--- config.mk ---
export PLATFORM = sky130hd
export DESIGN_NAME = dl_ram_arbiter
export DESIGN_NICKNAME = d
export VERILOG_FILES = /design/src/rtl/dl_ram_arbiter.sv
export SDC_FILE = /design/constraint.sdc
export NUM_CORES = 1
export LEC_CHECK = 0
export ABC_CLOCK_PERIOD_IN_PS = 3600
export CAP_MARGIN = 30
export CORE_MARGIN = 1.5
export CORE_UTILIZATION = 47
export CTS_BUF_LIST = sky130_fd_sc_hd__clkbuf_8
export DETAILED_ROUTE_END_ITERATION = 7
export MAX_ROUTING_LAYER = met4
export PLACE_DENSITY = 0.95
export SLEW_MARGIN = 5
export SYNTH_ARGS = -nofsm -noshare
export SYNTH_HDL_FRONTEND = slang
export SYNTH_SLANG_ARGS = --single-unit
--- constraint.sdc ---
create_clock -name clk_sys -period 3.6 [get_ports clk_sys]
set_input_delay 0.72 -clock clk_sys [delete_from_list [all_inputs] [get_ports clk_sys]]
set_output_delay 0.72 -clock clk_sys [all_outputs]
set_load 0.01 [all_outputs]
--- src/rtl/dl_ram_arbiter.sv ---
// Shares the single-port program RAM between the HPS ioctl download stream and the CPU,
// and holds the system in reset while a BIOS image is loaded and for a settle period after.
module dl_ram_arbiter #(
    parameter int AW             = 14,
    parameter int ROM_SIZE       = 16384,
    parameter int INDEX_MAX      = 2,
    parameter int RELEASE_CYCLES = 16
) (
    input  logic          clk_sys,
    input  logic          reset_n,
    input  logic          dn_download,
    input  logic [7:0]    dn_index,
    input  logic          dn_wr,
    input  logic [AW-1:0] dn_addr,
    input  logic [7:0]    dn_data,
    input  logic          cpu_req,
    input  logic          cpu_we,
    input  logic [AW-1:0] cpu_addr,
    input  logic [7:0]    cpu_din,
    output logic          cpu_ack,
    output logic [7:0]    cpu_dout,
    output logic [AW-1:0] ram_addr,
    output logic [7:0]    ram_din,
    output logic          ram_we,
    input  logic [7:0]    ram_dout,
    output logic          sys_hold,
    output logic          dl_busy,
    output logic [AW:0]   dl_count,
    output logic          dl_overflow
);

    localparam int              CW          = $clog2(RELEASE_CYCLES + 1);
    localparam logic [CW-1:0]   SETTLE_LOAD = CW'(RELEASE_CYCLES);
    localparam bit              ROM_FULL    = (ROM_SIZE >= (1 << AW));
    localparam logic [AW:0]     ROM_LIMIT   = (AW + 1)'(ROM_SIZE);
    localparam logic [8:0]      INDEX_LIMIT = 9'(INDEX_MAX);

    typedef enum logic [1:0] {
        ST_IDLE,
        ST_LOAD,
        ST_SETTLE
    } state_t;

    state_t        state;
    logic [CW-1:0] settle_cnt;
    logic          pend_valid;
    logic          grant_q;
    logic          dl_q;
    logic          dn_take;
    logic          dn_in_range;
    logic          cpu_grant;
    logic          load_entry;

    assign dl_q        = dn_download && ({1'b0, dn_index} < INDEX_LIMIT);
    assign dn_take     = dn_wr && dl_q;
    assign dn_in_range = ROM_FULL || ({1'b0, dn_addr} < ROM_LIMIT);
    assign load_entry  = (state == ST_IDLE) && dl_q;

    // A held request is ignored through the grant and ack cycles so each request yields one access.
    assign cpu_grant = (state == ST_IDLE) && cpu_req && !dn_take && !grant_q && !cpu_ack;
    assign cpu_dout  = cpu_ack ? ram_dout : 8'h00;

    always_ff @(posedge clk_sys or negedge reset_n) begin
        if (!reset_n) begin
            state      <= ST_SETTLE;
            settle_cnt <= SETTLE_LOAD;
            sys_hold   <= 1'b1;
            dl_busy    <= 1'b0;
        end else begin
            case (state)
                ST_IDLE: begin
                    if (dl_q) begin
                        state    <= ST_LOAD;
                        sys_hold <= 1'b1;
                        dl_busy  <= 1'b1;
                    end
                end
                ST_LOAD: begin
                    if (!dl_q && !pend_valid) begin
                        state      <= ST_SETTLE;
                        settle_cnt <= SETTLE_LOAD;
                        dl_busy    <= 1'b0;
                    end
                end
                ST_SETTLE: begin
                    if (dl_q) begin
                        state   <= ST_LOAD;
                        dl_busy <= 1'b1;
                    end else if (settle_cnt <= CW'(1)) begin
                        state    <= ST_IDLE;
                        sys_hold <= 1'b0;
                    end else begin
                        settle_cnt <= settle_cnt - CW'(1);
                    end
                end
                default: begin
                    state      <= ST_SETTLE;
                    settle_cnt <= SETTLE_LOAD;
                    sys_hold   <= 1'b1;
                    dl_busy    <= 1'b0;
                end
            endcase
        end
    end

    // The RAM port registers double as the pending-write slot, so a download byte refills it every cycle.
    always_ff @(posedge clk_sys or negedge reset_n) begin
        if (!reset_n) begin
            pend_valid  <= 1'b0;
            grant_q     <= 1'b0;
            cpu_ack     <= 1'b0;
            ram_addr    <= '0;
            ram_din     <= 8'h00;
            ram_we      <= 1'b0;
            dl_count    <= '0;
            dl_overflow <= 1'b0;
        end else begin
            grant_q    <= cpu_grant;
            cpu_ack    <= grant_q;
            pend_valid <= dn_take && dn_in_range;

            if (dn_take && dn_in_range) begin
                ram_addr <= dn_addr;
                ram_din  <= dn_data;
                ram_we   <= 1'b1;
            end else if (cpu_grant) begin
                ram_addr <= cpu_addr;
                ram_din  <= cpu_din;
                ram_we   <= cpu_we;
            end else begin
                ram_we <= 1'b0;
            end

            if (load_entry) begin
                dl_count <= {{AW{1'b0}}, pend_valid};
            end else if (pend_valid && (dl_count != '1)) begin
                dl_count <= dl_count + (AW + 1)'(1);
            end

            if (dn_take && !dn_in_range) begin
                dl_overflow <= 1'b1;
            end else if (load_entry) begin
                dl_overflow <= 1'b0;
            end
        end
    end

endmodule
==> results of run 1 <==
==> Yosys cell counts, types with 2 or more instances <==
library cell	number	area share, %
dfstp_2	3	2.9
o21a_1	2	0.56
nor4_1	2	0.47
or3_1	7	1.6
o21ai_0	6	1.1
nand3_2	2	0.75
and4_1	2	0.65
nand2_1	12	1.7
nor3_1	5	0.93
nand4_1	3	0.70
nand3_1	11	2.1
a21oi_1	33	6.2
a31oi_1	4	0.93
dfrtp_1	47	44
buf_2	7	1.3
mux2i_1	25	9.3
and2_1	9	2.1
or3_2	2	0.56
nor2_1	29	4.1
buf_4	4	1.1
inv_1	7	0.98
or4_1	5	1.4
o31ai_1	6	1.7
and3_1	4	0.93
ha_1	3	1.4
==> final cells by class <==
| type | instances | share of cell area [%] |
|---|---|---|
| multi-input cells | 197 | 33.68 |
| repair buffers | 116 | 29.40 |
| inverters | 7 | 0.6654 |
| well taps | 72 | 2.281 |
| clock buffers | 5 | 1.743 |
| clock inverters | 3 | 0.4436 |
| flip-flops and latches | 50 | 31.78 |
==> sequential cells by signal, summed over array words and instances, names as in the netlist <==
signal	count
dl_count	15
ram_addr	14
ram_din	8
settle_cnt	5
state	2
cpu_ack	1
dl_busy	1
grant_q	1
pend_valid	1
ram_we	1
sys_hold	1
==> worst paths after layout <==
| kind | endpoint | start | slack [ps] | cells past startpoint |
|---|---|---|---|---|
| max | cpu_dout[5] | ram_dout[5] | 1040 | 3 |
| min | cpu_ack$_DFF_PN0_ | grant_q$_DFF_PN0_ | 380 | 0 |
| max reg2reg | dl_count[5]$_DFFE_PN0P_ | dl_count[0]$_DFFE_PN0P_ | 1360 | 5 |
| min reg2reg | cpu_ack$_DFF_PN0_ | grant_q$_DFF_PN0_ | 380 | 0 |
| max in group asynchronous | ram_addr[2]$_DFFE_PN0P_ | reset_n | 2620 | 2 |
| min in group asynchronous | pend_valid$_DFF_PN0_ | reset_n | 430 | 1 |
==> critical path: stages <==
cell and delay, ps:
clkdlybuf4s50_1 460, and2_1 120, clkdlybuf4s50_1 540
==> cell families (layout without fill, tap and decap cells) <==
group,count (synthesis),count (layout),synth area share [%]
buffers and inverters,19,131,3.548
adder cells (fa/ha/maj),3,3,1.401
other,1,1,0.1399
multiplexers,25,25,9.337
flip-flops,50,50,46.83
AND/OR/NAND/NOR,104,104,22.69
AO/OA/AOI/OAI,64,64,16.06
==> per-layer routing <==
layer  wire length [µm]  vias up  global-route usage, %  part of all wire (%)
met5                  0        -                      -                     0
met4                169        0                  9.821                   2.5
met3                335       15                  4.767                   4.9
met2               3592       97                  41.47                    52
met1               2792     1160                  29.00                    41
li1                   -     1198                      -                     -
==> power by group <==
part | total (mW) | switching [mW] | internal [mW]
registers | 0.944 | 0.168 | 0.776
clock network | 0.325 | 0.190 | 0.135
logic | 1.13 | 0.477 | 0.652
==> metrics by stage <==
| stage | hold WS [ps] | util, % | std cells | area (µm²) |
|---|---|---|---|---|
| after global routing | 412.1 | 71.71 | 450 | 3949 |
| final | 384.9 | 71.71 | 450 | 3949 |
| after global placement | 358.7 | 69.78 | 441 | 3842 |
| after floorplan | 354.6 | - | 266 | 2680 |
| after detailed placement | 367.3 | 70.14 | 442 | 3862 |
| after CTS | 390.3 | 71.71 | 450 | 3949 |
==> impl_metrics.yaml, run 1 <==
outcome:
  status: "complete, no violations"
finish:
  final_common_cell: "clkdlybuf4s50_1"
  layout_common_cells: "112 x clkdlybuf4s50_1, 47 x dfrtp_1, 33 x a21oi_1"
  fin_nets: 446
  drive_gt1_share_pct: 8.730
  area_growth_pct: 47.34
  diodes: 0
  fillers: 415
  area.sequential_um2: 1255
  multi_input_area_um2: 1330
route:
  ant_nets: 0
  firstDrtPassIters: 4
  drc: 0
  first_iter_violations: 166
  avgRoutedWirePerCell_um: 15.31
  vias_per_cell: 5.489
  num_vias: 2470
  drt-total-wl_um: 6889
global_route:
  antenna_found_initial: 0
  gr-total-overflow: 0
  grt_pass1_wl_um: 11630
  grt_util_all_layers_pct: 24.64
  grt_pass1_vias: 2476
  grt_max_degree: 48
worst_setup_path:
  start_kind: "input port"
  endpoint_kind: "output port"
  cp.arrival_ps: 1840
  critical_path_class: "in -> out"
  crit_fanout: 1
  cp.required_ps: 2880
timing:
  clock_skew_ps: 11.21
  tightest_slew_ps: 946.9
  hold_viol: 0
  drv_slew: 0
  fmax_ghz: 0.3909
  post-route-min-period_ps: 2558
  finalSetupViolCount: 0
  worst_slack_ps: 1042
  fin_setup_tns_ps: 0
  rsz0062_at_grt: "no"
  final.period_utilization_pct: 71.06
  relSlewSlack_pct: 36.18
floorplanning:
  io_pins: 116
  die_y_um: 78.52
  coreArea_um2: 5507
  start_util_pct: 48.67
  dieArea_um2: 6165
  die_w_um: 78.52
  num_rows: 27
pwr:
  leakage_nw: 1.582
  irDropWorstVdd_v: 0.0003625
  power_mw: 2.398
  cellPowerDensity_nw_per_um2: 607.3
cts:
  clk_pin_slew_ps: 90
  cts_hold_buf: 0
  postCtsSetupRepairBufs: 0
  cts_buffers: 5
  cts_root_buf: "clkbuf_8"
  clockBufferDepth: 2
  cts_resized: 0
  clk_latency_ps: 310
  cts.sinks: 50
  cts_tree: "done"
  ctsHtreeMaxLevel: 2
yosys:
  postSynthAreaPerCell_um2: 10.08
  ys_ff_latch: 50
  synth_fp_nets: 335
  async_flop_share_pct: 100.0
  synth_ff_type: "dfrtp_1"
  yosysUniqueCellTypes: 51
  yosysWarnings: 0
  netlist_area_um2: 2680
  synth_cells: 266
  ys_seq_area_share_pct: 46.83
  synth_edf_count: 0
flow_run:
  max-cap-violations: 0
min_path:
  hold_path.class: "reg -> reg"
place:
  place_congestion: 0.8914
  dp_hpwl_um: 5301
  port-buffer-count: 113
  post-place-ws_ps: 957.2
No activity file was read; power rests on OpenSTA's default activity.
==> run 2: changes to the inputs <==
--- a/config.mk
+++ b/config.mk
@@ -5,14 +5,14 @@
 export SDC_FILE = /design/constraint.sdc
 export NUM_CORES = 1
 export LEC_CHECK = 0
-export ABC_CLOCK_PERIOD_IN_PS = 3600
+export ABC_CLOCK_PERIOD_IN_PS = 2600
 export CAP_MARGIN = 30
 export CORE_MARGIN = 1.5
-export CORE_UTILIZATION = 47
+export CORE_UTILIZATION = 44
 export CTS_BUF_LIST = sky130_fd_sc_hd__clkbuf_8
 export DETAILED_ROUTE_END_ITERATION = 7
 export MAX_ROUTING_LAYER = met4
-export PLACE_DENSITY = 0.95
+export PLACE_DENSITY = 0.92
 export SLEW_MARGIN = 5
 export SYNTH_ARGS = -nofsm -noshare
 export SYNTH_HDL_FRONTEND = slang
==> constraint.sdc (replaced) <==
create_clock -name clk_sys -period 2.6 [get_ports clk_sys]
set_input_delay 0.52 -clock clk_sys [delete_from_list [all_inputs] [get_ports clk_sys]]
set_output_delay 0.52 -clock clk_sys [all_outputs]
set_load 0.01 [all_outputs]
==> run 2 against run 1 <==
Against the previous run:
- critical endpoint is now dl_count[0]$_DFFE_PN0P_
- via count up 0.77%
- final cell count up 1.1%
- wire length about the same
==> impl_metrics.yaml, run 2 (synthesis results as in run 1) <==
cts:
  cts_root_buf: "clkbuf_8"
  cts.sinks: 50
  clk_latency_ps: 310
  cts_buffers: 5
  clockBufferDepth: 2
  postCtsSetupRepairBufs: 0
  clk_pin_slew_ps: 90
  ctsHtreeMaxLevel: 2
  cts_tree: "done"
  cts_hold_buf: 0
  cts_resized: 0
pwr:
  leakage_nw: 1.592
  power_mw: 3.414
  combPwrFrac_pct: 45.3
  irDropWorstVdd_v: 0.0005918
  seq_power_share_pct: 38.7
  cellPowerDensity_nw_per_um2: 858.1
  clkPwrFrac_pct: 15.9
  internal-power_mw: 2.258
  swShare_pct: 33.85
  switchingPower_mw: 1.156
global_route:
  grt_pass1_wl_um: 11230
  grt_max_degree: 51
  grt_pass1_vias: 2485
  use_met3_pct: 6.180
  use_met1_pct: 25.43
  busiest_layer: "met2"
  grtUsageMet2_pct: 40.25
  gr-total-overflow: 0
  grt_util_all_layers_pct: 22.78
  antenna_found_initial: 0
place:
  place_congestion: 0.8472
  port-buffer-count: 113
  dp_hpwl_um: 5288
route:
  vias_per_cell: 5.470
  first_iter_violations: 139
  drt-total-wl_um: 6893
  avgRoutedWirePerCell_um: 15.15
  drc: 0
  firstDrtPassIters: 4
  num_vias: 2489
  ant_nets: 0
finish:
  postLayoutCoreUtil_pct: 67.60
  area_growth_pct: 48.46
  diodes: 0
  drive_gt1_share_pct: 9.211
  layout_common_cells: "112 x clkdlybuf4s50_1, 47 x dfrtp_1, 33 x a21oi_1"
  fin_nets: 448
  largest_register: "dl_count"
  final_common_cell: "clkdlybuf4s50_1"
  fillers: 426
  largest_reg_flops: 15
  biggestRegsByFlops: "dl_count: 15 flops, ram_addr: 14 flops, ram_din: 8 flops"
worst_setup_path:
  endpoint_kind: "flip-flop"
  critical_path_class: "in -> reg"
  r2r_cells: 5
  start_kind: "input port"
  cp.required_ps: 2830
  slowest_delay_ps: 630
  cpMaxStageDelayCell: "nor4_2"
  cp.arrival_ps: 2430
  crit_fanout: 7
  cp_cell_sequence: "clkdlybuf4s50_1 -> nor4_2 -> nand3_1 -> a21oi_1 -> a2bb2oi_1"
outcome:
  status: "complete, no violations"
timing:
  relSlewSlack_pct: 55.91
  finalSetupViolCount: 0
  rsz0062_at_grt: "no"
  hold_viol: 0
  post-route-min-period_ps: 2193
  tightest_slew_ps: 655.9
  fmax_ghz: 0.4561
  drv_slew: 0
  final.period_utilization_pct: 84.33
  clock_skew_ps: 8.759
  fin_setup_tns_ps: 0
floorplanning:
  dieArea_um2: 6568
  die_y_um: 81.05
  num_rows: 28
  io_pins: 116
  die_w_um: 81.05
  coreArea_um2: 5886
  start_util_pct: 45.54
flow_run:
  max-cap-violations: 0
min_path:
  hold_path.class: "in -> async"
-- run 2: cell types whose count changed in the layout (fill, tap and decap cells not counted) --
cell        delta
bufinv_16      +1
buf_12         -1
clkinvlp_4     +1
buf_4          +3
clkinv_4       -1
clkinv_2       -1
-- run 2: power by group through the flow --
stage          registers, mW  logic [mW]  clock network, mW
2_1_floorplan           1.39       0.701                  0
3_3_place_gp            1.31        1.49                  0
3_5_place_dp            1.33        1.56                  0
4_1_cts                 1.32        1.56              0.551
5_1_grt                 1.36        1.67              0.584
6_report                1.32        1.55              0.544
-- run 2: final cells by class --
cell class	instances	area (µm²)	share of cell area, %
multi-input combinational	197	1330	33.43
inverter	7	26.28	0.6604
clock inverter	3	41.29	1.038
timing repair buffer	118	1164	29.25
clock buffer	5	68.82	1.730
tap	75	93.84	2.358
sequential	50	1255	31.54
-- run 2: final timing paths --
path / startpoint / to / slack [ps]
worst min-delay path: reset_n / dl_count[5]$_DFFE_PN0P_ / 300
worst min register to register: grant_q$_DFF_PN0_ / cpu_ack$_DFF_PN0_ / 370
worst max-delay path: dn_index[7] / dl_count[0]$_DFFE_PN0P_ / 410
min in group clk_sys: grant_q$_DFF_PN0_ / cpu_ack$_DFF_PN0_ / 370
worst max register to register: dl_count[0]$_DFFE_PN0P_ / dl_count[10]$_DFFE_PN0P_ / 720
max in group asynchronous: reset_n / settle_cnt[3]$_DFFE_PN0P_ / 1870
-- run 2: per-layer routing --
metal | vias to the layer above | routed length, µm
li1 | 1201 | -
met1 | 1190 | 2699
met2 | 88 | 3676
met3 | 10 | 414
met4 | 0 | 104
met5 | - | 0
-- run 2: metrics by stage --
step           hold slack, ps  worst slack [ps]  instances  cell area, µm²
5_1_grt                 371.0             326.9        455            3979
6_report                302.6             407.4        455            3979
3_3_place_gp            358.4             224.0        447            3869
2_1_floorplan           224.4             883.9        266            2680
3_5_place_dp            359.6             192.4        447            3869
4_1_cts                 335.4             440.8        455            3979
-- run 2: worst max-delay path, delay by kind of cell --
kind	cells	cell delay (ps)
AO/OA/AOI/OAI	2	410
buffers and inverters	1	430
AND/OR/NAND/NOR	2	1060
==> run 3: changes to the inputs <==
--- a/config.mk
+++ b/config.mk
@@ -5,7 +5,7 @@
 export SDC_FILE = /design/constraint.sdc
 export NUM_CORES = 1
 export LEC_CHECK = 0
-export ABC_CLOCK_PERIOD_IN_PS = 2600
+export ABC_CLOCK_PERIOD_IN_PS = 2200
 export CAP_MARGIN = 30
 export CORE_MARGIN = 1.5
 export CORE_UTILIZATION = 44
==> constraint.sdc (replaced) <==
create_clock -name clk_sys -period 2.2 [get_ports clk_sys]
set_input_delay 0.44 -clock clk_sys [delete_from_list [all_inputs] [get_ports clk_sys]]
set_output_delay 0.44 -clock clk_sys [all_outputs]
set_load 0.01 [all_outputs]
==> run 3 against run 2 <==
Against the previous run:
- final cell count increased by 1.3%
- sequential power rose by 19%
- clock skew is 1.6 ps lower
- critical path depth decreased by 2
- wire length is 4.6% higher
- worst hold slack improved by 89 ps
- largest cell class unchanged
- combinational power up 20%
- utilization increased by 1.2 points
- count of clock-buffer cells in the layout did not move
- sequential share of layout area down 0.56 points
==> impl_metrics.yaml, run 3 (synthesis results as in run 1) <==
route:
  ant_nets: 0
  num_vias: 2557
  met1_length_um: 2829
  vias_per_cell: 5.547
  drt-total-wl_um: 7207
  first_iter_violations: 114
  avgRoutedWirePerCell_um: 15.63
  met2WireLength_um: 3806
  drc: 0
  top_layer: "met4"
  firstDrtPassIters: 4
  dr_wl_met3_um: 457
worst_setup_path:
  cp_num_buf_inv: 2
  cp_cell_sequence: "clkdlybuf4s50_1 -> and2_1 -> clkdlybuf4s50_1"
  cpMaxStageDelayCell: "clkdlybuf4s50_1"
  cp.arrival_ps: 1560
  critical_path_class: "in -> out"
  endpoint_kind: "output port"
  crit_top_cell: "clkdlybuf4s50_1"
  crit_family: "buffers and inverters"
  cp.required_ps: 1760
  start_kind: "input port"
  crit_fanout: 1
  slowest_delay_ps: 550
timing:
  fin_setup_tns_ps: 0
  drv_slew: 0
  rsz0062_at_grt: "no"
  fmax_ghz: 0.5007
  final.period_utilization_pct: 90.78
  finalSetupViolCount: 0
  relSlewSlack_pct: 63.07
  hold_viol: 0
  tightest_slew_ps: 549.7
  hold_ws_ps: 391.8
  clock_skew_ps: 7.155
  post-route-min-period_ps: 1997
floorplanning:
  num_rows: 28
  io_pins: 116
  coreArea_um2: 5886
  dieArea_um2: 6568
  die_y_um: 81.05
  start_util_pct: 45.54
  die_w_um: 81.05
cts:
  cts.sinks: 50
  clockBufferDepth: 2
  cts_resized: 0
  clk_pin_slew_ps: 90
  ctsHtreeMaxLevel: 2
  cts_tree: "done"
  cts_root_buf: "clkbuf_8"
  clk_latency_ps: 300
  postCtsSetupRepairBufs: 0
  cts_buffers: 5
  cts_hold_buf: 1
pwr:
  irDropWorstVdd_v: 0.0006904
  seq_power_share_pct: 38.5
  power_mw: 4.071
  swShare_pct: 33.78
  internal-power_mw: 2.696
  leakage_nw: 1.630
  cellPowerDensity_nw_per_um2: 1005
  clkPwrFrac_pct: 15.7
  switchingPower_mw: 1.375
  combPwrFrac_pct: 45.8
finish:
  layout_common_cells: "112 x clkdlybuf4s50_1, 47 x dfrtp_1, 33 x a21oi_1"
  largest_reg_flops: 15
  fillers: 447
  diodes: 0
  fin_nets: 454
  biggestRegsByFlops: "dl_count: 15 flops, ram_addr: 14 flops, ram_din: 8 flops"
  largest_register: "dl_count"
  final_common_cell: "clkdlybuf4s50_1"
  design_area_um2: 4051
  area.sequential_um2: 1255
  area_growth_pct: 51.17
  multi_input_area_um2: 1330
  drive_gt1_share_pct: 10.36
place:
  dp_hpwl_um: 5639
  place_congestion: 0.8694
  port-buffer-count: 113
  placed_area_um2: 3931
flow_run:
  max-cap-violations: 0
global_route:
  antenna_found_initial: 0
  grt_max_degree: 35
  grt_util_all_layers_pct: 23.98
  grt_pass1_wl_um: 11760
  gr-total-overflow: 0
  grt_pass1_vias: 2564
outcome:
  status: "complete, no violations"
min_path:
  hold_path.class: "reg -> reg"
run 3: stage by stage:
| step | worst slack [ps] | util [%] | cells |
|---|---|---|---|
| CTS | 199.9 | 68.84 | 461 |
| floorplan | 483.9 | - | 266 |
| global placement | 53.96 | 66.79 | 452 |
| finish | 202.8 | 68.84 | 461 |
| global route | 160.1 | 68.84 | 461 |
| detailed placement | 12.06 | 66.79 | 452 |
run 3: layout make-up:
cell class,count,area share (%)
inverter,7,0.6485
multi-input combinational,197,32.83
timing repair buffer,124,30.51
sequential,50,30.98
clock buffer,5,1.699
tap,75,2.316
clock inverter,3,1.019
run 3: worst paths after layout:
path / startpoint / to / slack (ps) / cells after the start
worst max register to register: dl_count[0]$_DFFE_PN0P_ / dl_count[10]$_DFFE_PN0P_ / 350 / 5
max in group asynchronous: reset_n / sys_hold$_DFFE_PN1P_ / 1190 / 3
worst min-delay path: grant_q$_DFF_PN0_ / cpu_ack$_DFF_PN0_ / 390 / 0
worst min register to register: grant_q$_DFF_PN0_ / cpu_ack$_DFF_PN0_ / 390 / 0
min in group asynchronous: reset_n / dl_count[2]$_DFFE_PN0P_ / 530 / 2
worst max-delay path: ram_dout[4] / cpu_dout[4] / 200 / 3
run 3: routing by layer:
metal,vias up,GRT usage (%)
li1,1213,-
met1,1223,27.35
met2,109,41.92
met3,12,5.506
met4,0,7.069
met5,-,-
run 3: power groups by stage:
stage	clock [mW]	sequential (mW)	combinational, mW
after CTS	0.653	1.57	1.88
after global routing	0.690	1.62	2.00
after floorplan	0	1.64	0.829
final	0.638	1.57	1.86
after global placement	0	1.56	1.80
after detailed placement	0	1.58	1.87
